--- src/rtl/hoeraa_err_sweep.sv ---
// hoeraa_err_sweep: error-characterisation controller for the 8-bit HOERAA
// approximate adder. It sweeps a rectangle of operand pairs (A outer, B inner)
// through a HOERAA instance and an exact adder, one pair per cycle. A 3-stage
// pipeline feeds the error metric accumulators.
//
// Ports:
//   clk, rst_n           rising-edge clock, asynchronous active-low reset
//   start                request a sweep (accepted only when idle)
//   abort                cancel a running sweep; metrics keep partial values
//   stall                freeze sweep, pipeline and accumulators this cycle
//   a_lo/a_hi, b_lo/b_hi inclusive operand bounds (A outer, B inner)
//   busy                 sweep in progress
//   done                 one-cycle pulse when metrics are final
//   bad_range            raised with done when a bound pair is inverted
//   pair_cnt, err_cnt    pairs evaluated / pairs with a nonzero error
//   sed, max_ed          saturating sum and maximum of |approx - exact|
module hoeraa_err_sweep #(
  parameter int ACC_W = 32
) (
  input  logic             clk,
  input  logic             rst_n,
  input  logic             start,
  input  logic             abort,
  input  logic             stall,
  input  logic [7:0]       a_lo,
  input  logic [7:0]       a_hi,
  input  logic [7:0]       b_lo,
  input  logic [7:0]       b_hi,
  output logic             busy,
  output logic             done,
  output logic             bad_range,
  output logic [16:0]      pair_cnt,
  output logic [16:0]      err_cnt,
  output logic [ACC_W-1:0] sed,
  output logic [8:0]       max_ed
);

  typedef enum logic [1:0] {IDLE = 2'd0, RUN = 2'd1, DRAIN = 2'd2} state_t;

  state_t           state_r;
  logic [7:0]       a_hi_r, b_lo_r, b_hi_r;
  logic [7:0]       a_cnt_r, b_cnt_r;
  logic             s0_v_r, s1_v_r;
  logic [7:0]       s0_a_r, s0_b_r;
  logic [8:0]       s1_apx_r, s1_ext_r;
  logic [8:0]       ed_s;
  logic [ACC_W:0]   sed_sum_s;
  logic [ACC_W-1:0] sed_next_s;
  logic             bad_s, last_b_s, last_pair_s;

  // HOERAA: low two bits forced high, bits 3:2 OR-ed, and the upper nibble
  // adds exactly, with a carry-in guessed from a[3] & b[3].
  function automatic logic [8:0] hoeraa_add(input logic [7:0] a, input logic [7:0] b);
    logic [4:0] hi;
    hi = {1'b0, a[7:4]} + {1'b0, b[7:4]} + {4'b0000, a[3] & b[3]};
    return {hi, a[3:2] | b[3:2], 2'b11};
  endfunction

  // Error distance, saturating SED update and sweep terminal flags
  always_comb begin
    ed_s        = 9'd0;
    sed_next_s  = sed;
    if (s1_apx_r >= s1_ext_r) begin
      ed_s = s1_apx_r - s1_ext_r;
    end else begin
      ed_s = s1_ext_r - s1_apx_r;
    end
    sed_sum_s = {1'b0, sed} + {{(ACC_W-8){1'b0}}, ed_s};
    if (sed_sum_s[ACC_W]) begin
      sed_next_s = {ACC_W{1'b1}};
    end else begin
      sed_next_s = sed_sum_s[ACC_W-1:0];
    end
    bad_s       = (a_lo > a_hi) || (b_lo > b_hi);
    // Terminal detection by equality so bounds of 255 never rely on wrap.
    last_b_s    = (b_cnt_r == b_hi_r);
    last_pair_s = last_b_s && (a_cnt_r == a_hi_r);
  end

  // Pipeline datapath: S0 operands, S1 approximate and exact sums
  always_ff @(posedge clk or negedge rst_n) begin
    if (!rst_n) begin
      s0_a_r   <= 8'd0;
      s0_b_r   <= 8'd0;
      s1_apx_r <= 9'd0;
      s1_ext_r <= 9'd0;
    end else if (!stall) begin
      s0_a_r   <= a_cnt_r;
      s0_b_r   <= b_cnt_r;
      s1_apx_r <= hoeraa_add(s0_a_r, s0_b_r);
      s1_ext_r <= {1'b0, s0_a_r} + {1'b0, s0_b_r};
    end
  end

  // Sweep FSM, operand counters, pipeline valids and metric accumulators
  always_ff @(posedge clk or negedge rst_n) begin
    if (!rst_n) begin
      state_r   <= IDLE;
      a_hi_r    <= 8'd0;
      b_lo_r    <= 8'd0;
      b_hi_r    <= 8'd0;
      a_cnt_r   <= 8'd0;
      b_cnt_r   <= 8'd0;
      s0_v_r    <= 1'b0;
      s1_v_r    <= 1'b0;
      busy      <= 1'b0;
      done      <= 1'b0;
      bad_range <= 1'b0;
      pair_cnt  <= 17'd0;
      err_cnt   <= 17'd0;
      sed       <= {ACC_W{1'b0}};
      max_ed    <= 9'd0;
    end else begin
      done <= 1'b0;
      if ((state_r != IDLE) && abort) begin
        // Abort beats stall; the pair in S1 is dropped and metrics hold.
        state_r <= IDLE;
        busy    <= 1'b0;
        s0_v_r  <= 1'b0;
        s1_v_r  <= 1'b0;
      end else if (!stall) begin
        s1_v_r <= s0_v_r;
        if (s1_v_r) begin
          pair_cnt <= pair_cnt + 17'd1;
          err_cnt  <= err_cnt + {16'd0, (ed_s != 9'd0)};
          sed      <= sed_next_s;
          if (ed_s > max_ed) begin
            max_ed <= ed_s;
          end
        end
        case (state_r)
          IDLE: begin
            s0_v_r <= 1'b0;
            if (start) begin
              pair_cnt <= 17'd0;
              err_cnt  <= 17'd0;
              sed      <= {ACC_W{1'b0}};
              max_ed   <= 9'd0;
              if (bad_s) begin
                done      <= 1'b1;
                bad_range <= 1'b1;
              end else begin
                bad_range <= 1'b0;
                a_hi_r    <= a_hi;
                b_lo_r    <= b_lo;
                b_hi_r    <= b_hi;
                a_cnt_r   <= a_lo;
                b_cnt_r   <= b_lo;
                busy      <= 1'b1;
                state_r   <= RUN;
              end
            end
          end
          RUN: begin
            s0_v_r <= 1'b1;
            if (last_pair_s) begin
              state_r <= DRAIN;
            end else if (last_b_s) begin
              b_cnt_r <= b_lo_r;
              a_cnt_r <= a_cnt_r + 8'd1;
            end else begin
              b_cnt_r <= b_cnt_r + 8'd1;
            end
          end
          DRAIN: begin
            s0_v_r <= 1'b0;
            if (!s0_v_r && !s1_v_r) begin
              state_r <= IDLE;
              busy    <= 1'b0;
              done    <= 1'b1;
            end
          end
          default: begin
            state_r <= IDLE;
            busy    <= 1'b0;
            s0_v_r  <= 1'b0;
          end
        endcase
      end
    end
  end

endmodule

--- config.mk ---
export PLATFORM = sky130hd
export DESIGN_NAME = hoeraa_err_sweep
export DESIGN_NICKNAME = d
export VERILOG_FILES = /design/src/rtl/hoeraa_err_sweep.sv
export SDC_FILE = /design/constraint.sdc
export NUM_CORES = 1
export LEC_CHECK = 0
export CORE_MARGIN = 5
export CORE_UTILIZATION = 53
export CTS_BUF_LIST = sky130_fd_sc_hd__clkbuf_8
export CTS_CLUSTER_DIAMETER = 150
export CTS_CLUSTER_SIZE = 25
export DETAILED_ROUTE_END_ITERATION = 10
export PLACE_DENSITY = 0.91
export SLEW_MARGIN = 20
export SYNTH_ARGS = -nofsm -noshare
export SYNTH_HDL_FRONTEND = slang
export SYNTH_SLANG_ARGS = --single-unit
--- constraint.sdc ---
create_clock -name clk -period 5.75 [get_ports clk]
set_clock_uncertainty 0.1 [all_clocks]
set_input_delay 0.8625 -clock clk [delete_from_list [all_inputs] [get_ports clk]]
set_output_delay 0.8625 -clock clk [all_outputs]
set_load 0.005 [all_outputs]
Word-level counts from Yosys, hierarchy flattened
Index checks and enable logic that the tools add are counted.

storage, ports and cells
  input port bits = 37
  word-level logic and storage cells = 118
  flip-flop bits (word level) = 156

operators by class
  order comparisons = 4
  multiplexer cells = 49
  reduce and logical (&&, ||, !) cells = 17
  equality and inequality tests = 14
  bitwise gates (word level) = 5
  $add $sub $neg = 10

operators with widths
  operator                                        number
  two-way mux 32 bit                              4
  two-way mux 17 bit                              6
  two-way mux 8 bit                               8
  two-way mux 9 bit                               5
  adder 32 x 9 -> 33 bit                          1
  one-hot mux 8 bit (2 select lines)              2
  subtractor 9 bit                                2
  adder 17 x 1 -> 17 bit                          1
  adder 17 x 1 -> 17 bit (second input constant)  1
  adder 8 x 1 -> 8 bit (second input constant)    2
  equality test 8 bit                             2
  greater-than comparator 8 bit                   2
  two-way mux 1 bit                               15
  AND reduction 5 bit                             3
  two-way mux 2 bit                               6
  != test 3 bit (second input constant)           4
  != test 2 bit (second input constant)           5
  adder 8 x 8 -> 9 bit                            1
  >= comparator 9 bit                             1
  greater-than comparator 9 bit                   1
  nonzero test 9 bit                              1
  AND reduction 7 bit                             1
  one-hot mux 2 bit (3 select lines)              1
  AND reduction 6 bit                             1
  other kinds (17)                                23

Logic depth before layout (Yosys ltp)
  depth after elaboration = 7
  depth in mapped cells = 24

Worst setup path before layout
No wires, ideal clock.

  kind = register to register
  start point = reg s1_apx_r[1]
  end point = reg sed[18]
  period minus slack after synthesis = 5.491 ns
  arrival = 5.243 ns
  path slack = 0.259 ns
  setup time = 0.148 ns
  required time = 5.502 ns
  stages on the path, launching flop included = 23
  cells stage by stage = dfrtp_1 inv_1 ha_1 nor2b_1 o21ai_2 a31oi_4 nor2_1 buf_1 mux2i_1 o22ai_1 a211o_1 xnor2_1 inv_1 ha_1 inv_1 o21bai_1 a221o_1 or3_1 o32a_1 a31oi_4 nor3_1 nor3_1 a311oi_1

between the ends
  cells in the longest elaborated chain, start to end = 7

RTL lines
  what                                            line  text
  start, declared                                 45    logic [8:0] s1_apx_r, s1_ext_r;
  start signal, assigned                          90    s1_apx_r <= hoeraa_add(s0_a_r, s0_b_r);
  subtractor 9 bit, or another cell as far along  66    ed_s = s1_ext_r - s1_apx_r;
  two-way mux 9 bit *                             63    if (s1_apx_r >= s1_ext_r) begin
  adder 32 x 9 -> 33 bit *                        68    sed_sum_s = {1'b0, sed} + {{(ACC_W-8){1'b0}}, ed_s};
  two-way mux 32 bit *                            69    if (sed_sum_s[ACC_W]) begin
  two-way mux 32 bit *                            123   if (s1_v_r) begin
  two-way mux 32 bit                              134   if (start) begin
  two-way mux 32 bit *                            131   case (state_r)
  end signal, assigned                            111   sed <= {ACC_W{1'b0}};
  end signal, assigned                            126   sed <= sed_next_s;
  end signal, assigned                            137   sed <= {ACC_W{1'b0}};
  end, declared                                   34    output logic [ACC_W-1:0] sed,

Every way passes the cells marked *; elsewhere a longest branch is shown, timed or not.
A chain may end at the register's enable or synchronous reset.

Worst setup path after layout
  start point = reg s1_apx_r[3]
  end point = reg sed[6]

Same word-level chain as after synthesis.

==> impl_metrics.tcl <==
set metrics [dict create \
    grt_max_degree 67 \
    drive_gt1_share_pct 11.1 \
    p_per_area_nw_per_um2 582 \
    setup_viol 0 \
    synth_area_um2 9680 \
    ant_nets 0 \
    ios 115 \
    port_buffers 114 \
    yosysMostFrequentCell "dfrtp_1" \
    fin_area_um2 11500 \
    place.gp.congestion 0.910 \
    num-nets-final 1260 \
    status "finished clean" \
    startpoint "s1_apx_r[3]$_DFFE_PN0N_" \
    holdBufCountCts 0 \
    finalHoldWorstSlack_ns 0.147 \
    synth_flop_cell "dfrtp_1" \
    place_ws_ns 0.101 \
    drt_iter0_markers 550 \
    pwr-share-clk_pct 13.1 \
    worstSetupEndpoint "sed[6]$_DFFE_PN0P_" \
    cts.path.max_buffers 2 \
    grt_pass1_vias 7961 \
    yosys.area.top_type "dfrtp_1" \
    cp.depth 22 \
    drt-pass1-iter-count 4 \
    slowest_stage "a221o_1" \
    cp.required_ns 5.99 \
    rr_endpoint "sed[6]$_DFFE_PN0P_" \
    synth_adder_area_share_pct 9.52 \
    min_period_ns 5.51 \
    cts.sinks 155 \
    startpoint_type "flop" \
    drc 0 \
    timing.max_cap.violations 0 \
    dp_hpwl_um 17400 \
    initial_core_util_pct 53.9 \
    yosysSeqAreaShare_pct 40.1 \
    switching_share_pct 45.3 \
    place_inst 1361 \
    wl_um 23300 \
    setup_slack_ns 0.239 \
    fin_setup_tns_ns 0 \
    critPathArrivalTime_ns 5.75 \
    grt_antenna_before_repair 0 \
    cp-end-kind "flop" \
    synthTopCellsByCount "155 x dfrtp_1, 103 x nand2_1, 79 x inv_1, 77 x nor2_1, 69 x a21oi_1" \
    max_freq_ghz 0.181 \
    dieArea_um2 21100 \
    relSlewSlack_pct 36.7 \
    die_w_um 145 \
    numCtsBuffers 17 \
    overflow 0 \
    syn_area_per_cell_um2 9.28 \
    synth.ff_latch_count 155 \
    clk_latency_ns 0.47 \
    utilization_pct 64.2 \
    drv_slew 0 \
    pwr-share-comb_pct 60.7 \
    wl_met3_um 1280 \
    synth_edf_count 0 \
    r2r-start "s1_apx_r[3]$_DFFE_PN0N_" \
    reg2reg_depth 22 \
    antenna_cells 0 \
    synth_cells 1043 \
    async_reset_ff_share_pct 100 \
    core_um2 18000 \
    vias_per_cell 5.81 \
    hold_path_class "input pin to asynchronous set/reset pin" \
    vdd_ir_drop_max_mv 0.528 \
    p_switching_mw 3.04 \
    area_growth_syn_to_layout_pct 19.2 \
    critical-path-max-stage-delay_ns 0.40 \
    dpl-instance-area_um2 11000 \
    m1WireLength_um 9990 \
    pwr-share-seq_pct 26.2 \
    cts-htree-levels 4 \
    synth-xor-area-share_pct 5.61 \
    p_int_mw 3.67 \
    synth_mux_area_share_pct 6.50 \
    cp_max_fo 9 \
    fin_total_pwr_mw 6.72 \
    p_leak_nw 5.13 \
    root_buffer "clkbuf_8" \
    hold_violations 0 \
    synth_top_family_by_area "compound AO/OA/AOI/OAI gates" \
    grt_use_total_pct 22.1 \
    crit_buf_inv 4 \
    period_share_pct 95.8 \
    vias 8106 \
    fp-row-count 49 \
    wl_met2_um 11600 \
    synth.distinct_cells 75 \
    critPathKind "flop to flop" \
    cts_tree "yes" \
    max_slew.worst_pin.slew_ns 0.949 \
    yosys_warnings 0 \
    clkSlewWorstSetupHoldPaths_ns 0.10 \
    syn_nets 1149 \
    grt_setup_unrepaired "yes" \
    synth_top_area_share_pct 40.1 \
    wl_per_cell_um 16.7 \
    synth_compound_area_share_pct 17.2 \
    reg2reg_setup_slack_ns 0.24 \
    fin_cells 1396 \
    dieHeight_um 145 \
    critPathTopFamily "compound AO/OA/AOI/OAI gates" \
    highest_layer "met4" \
    synth-simple-area-share_pct 16.3 \
    worstPathCellList "inv_1, ha_1, a21o_1, a21oi_4, a31oi_4, nor2_1, buf_4, mux2i_1, o22ai_1, a211o_1, xnor2_2, inv_1, ha_1, inv_2, o21bai_1, a221o_1, or3_1, o32a_1, a31oi_4, nor2_2, a2111oi_4, o21ai_0" \
    yosys-top-cells-area "dfrtp_1 40%, ha_1 8.3%, mux2_2 5.0%" \
    grt_pass1_wl_um 39300 \
]
==> worst min path at each step <==
| stage | slack, ns | start | to |
|---|---|---|---|
| after floorplan | 0.38 | s1_ext_r[2]$_DFFE_PN0N_ | s1_ext_r[2]$_DFFE_PN0N_ |
| after global placement | 0.38 | bad_range$_DFFE_PN0P_ | bad_range$_DFFE_PN0P_ |
| after detailed placement | 0.40 | bad_range$_DFFE_PN0P_ | bad_range$_DFFE_PN0P_ |
| after CTS | 0.13 | rst_n | s1_apx_r[3]$_DFFE_PN0N_ |
| after global routing | 0.15 | rst_n | s1_ext_r[3]$_DFFE_PN0N_ |
| final | 0.15 | rst_n | a_cnt_r[3]$_DFFE_PN0P_ |
==> power groups by stage <==
stage / registers, mW / logic [mW] / clock network, mW
after global routing: 1.81 / 4.55 / 0.943
after CTS: 1.76 / 3.94 / 0.901
after floorplan: 1.65 / 2.97 / 0
after detailed placement: 1.78 / 3.86 / 0
final: 1.76 / 4.08 / 0.880
after global placement: 1.75 / 3.76 / 0
==> per-layer routing <==
metal | up-vias | GRT usage (%)
met5 | - | 0
met4 | 0 | 6.30
met3 | 45 | 4.74
met2 | 253 | 37.2
met1 | 3892 | 28.8
li1 | 3916 | -
==> kinds of logic (layout without fill, tap and decap cells) <==
logic type / count (synthesis) / count (layout)
xor gates and xnor gates: 62 / 62
AOI/OAI and AO/OA: 257 / 257
buffers and inverters: 118 / 242
DFF: 155 / 155
and+or+nand+nor: 323 / 323
muxes: 57 / 57
adders and majority gates: 71 / 71
==> state kept, by name, summed over array words and instances, names as in the netlist, 9 cells and up <==
name      cells
err_cnt      17
max_ed        9
sed          32
pair_cnt     17
s1_ext_r      9
==> cell type report <==
type | instances | area, µm²
Clock inverter | 14 | 171
Tap cell | 229 | 287
Sequential cell | 155 | 3880
Inverter | 79 | 297
Multi-Input combinational cell | 770 | 5390
Clock buffer | 18 | 248
Fill cell | 1455 | 6430
Timing Repair Buffer | 131 | 1260
==> what timing repair did <==
item                                    in CTS  in global routing
hold endpoints to repair                     0                  0
endpoints found under the setup margin       1                 26
pin swaps                                    0                  1
buffers inserted                             0                  3
cloned                                       0                  0
resized for setup                            3                  9
==> layout by cell type (no fill, tap or decap), drive strengths merged, types with 15 or more instances in the layout <==
cell / Yosys / final
nor2: 77 / 77
mux2: 44 / 44
or3: 16 / 16
xnor2: 24 / 24
nand2: 103 / 103
nand4: 16 / 16
xor2: 38 / 38
dfrtp: 155 / 155
nor3: 17 / 17
clkdlybuf4s50: 0 / 112
nand3: 29 / 29
a21o: 15 / 15
and3: 21 / 21
inv: 79 / 84
buf: 10 / 19
o21ai: 71 / 71
ha: 64 / 64
a211oi: 17 / 17
a21oi: 70 / 70
clkbuf: 29 / 18
a31oi: 22 / 22
(Power assumes the default switching activity.)
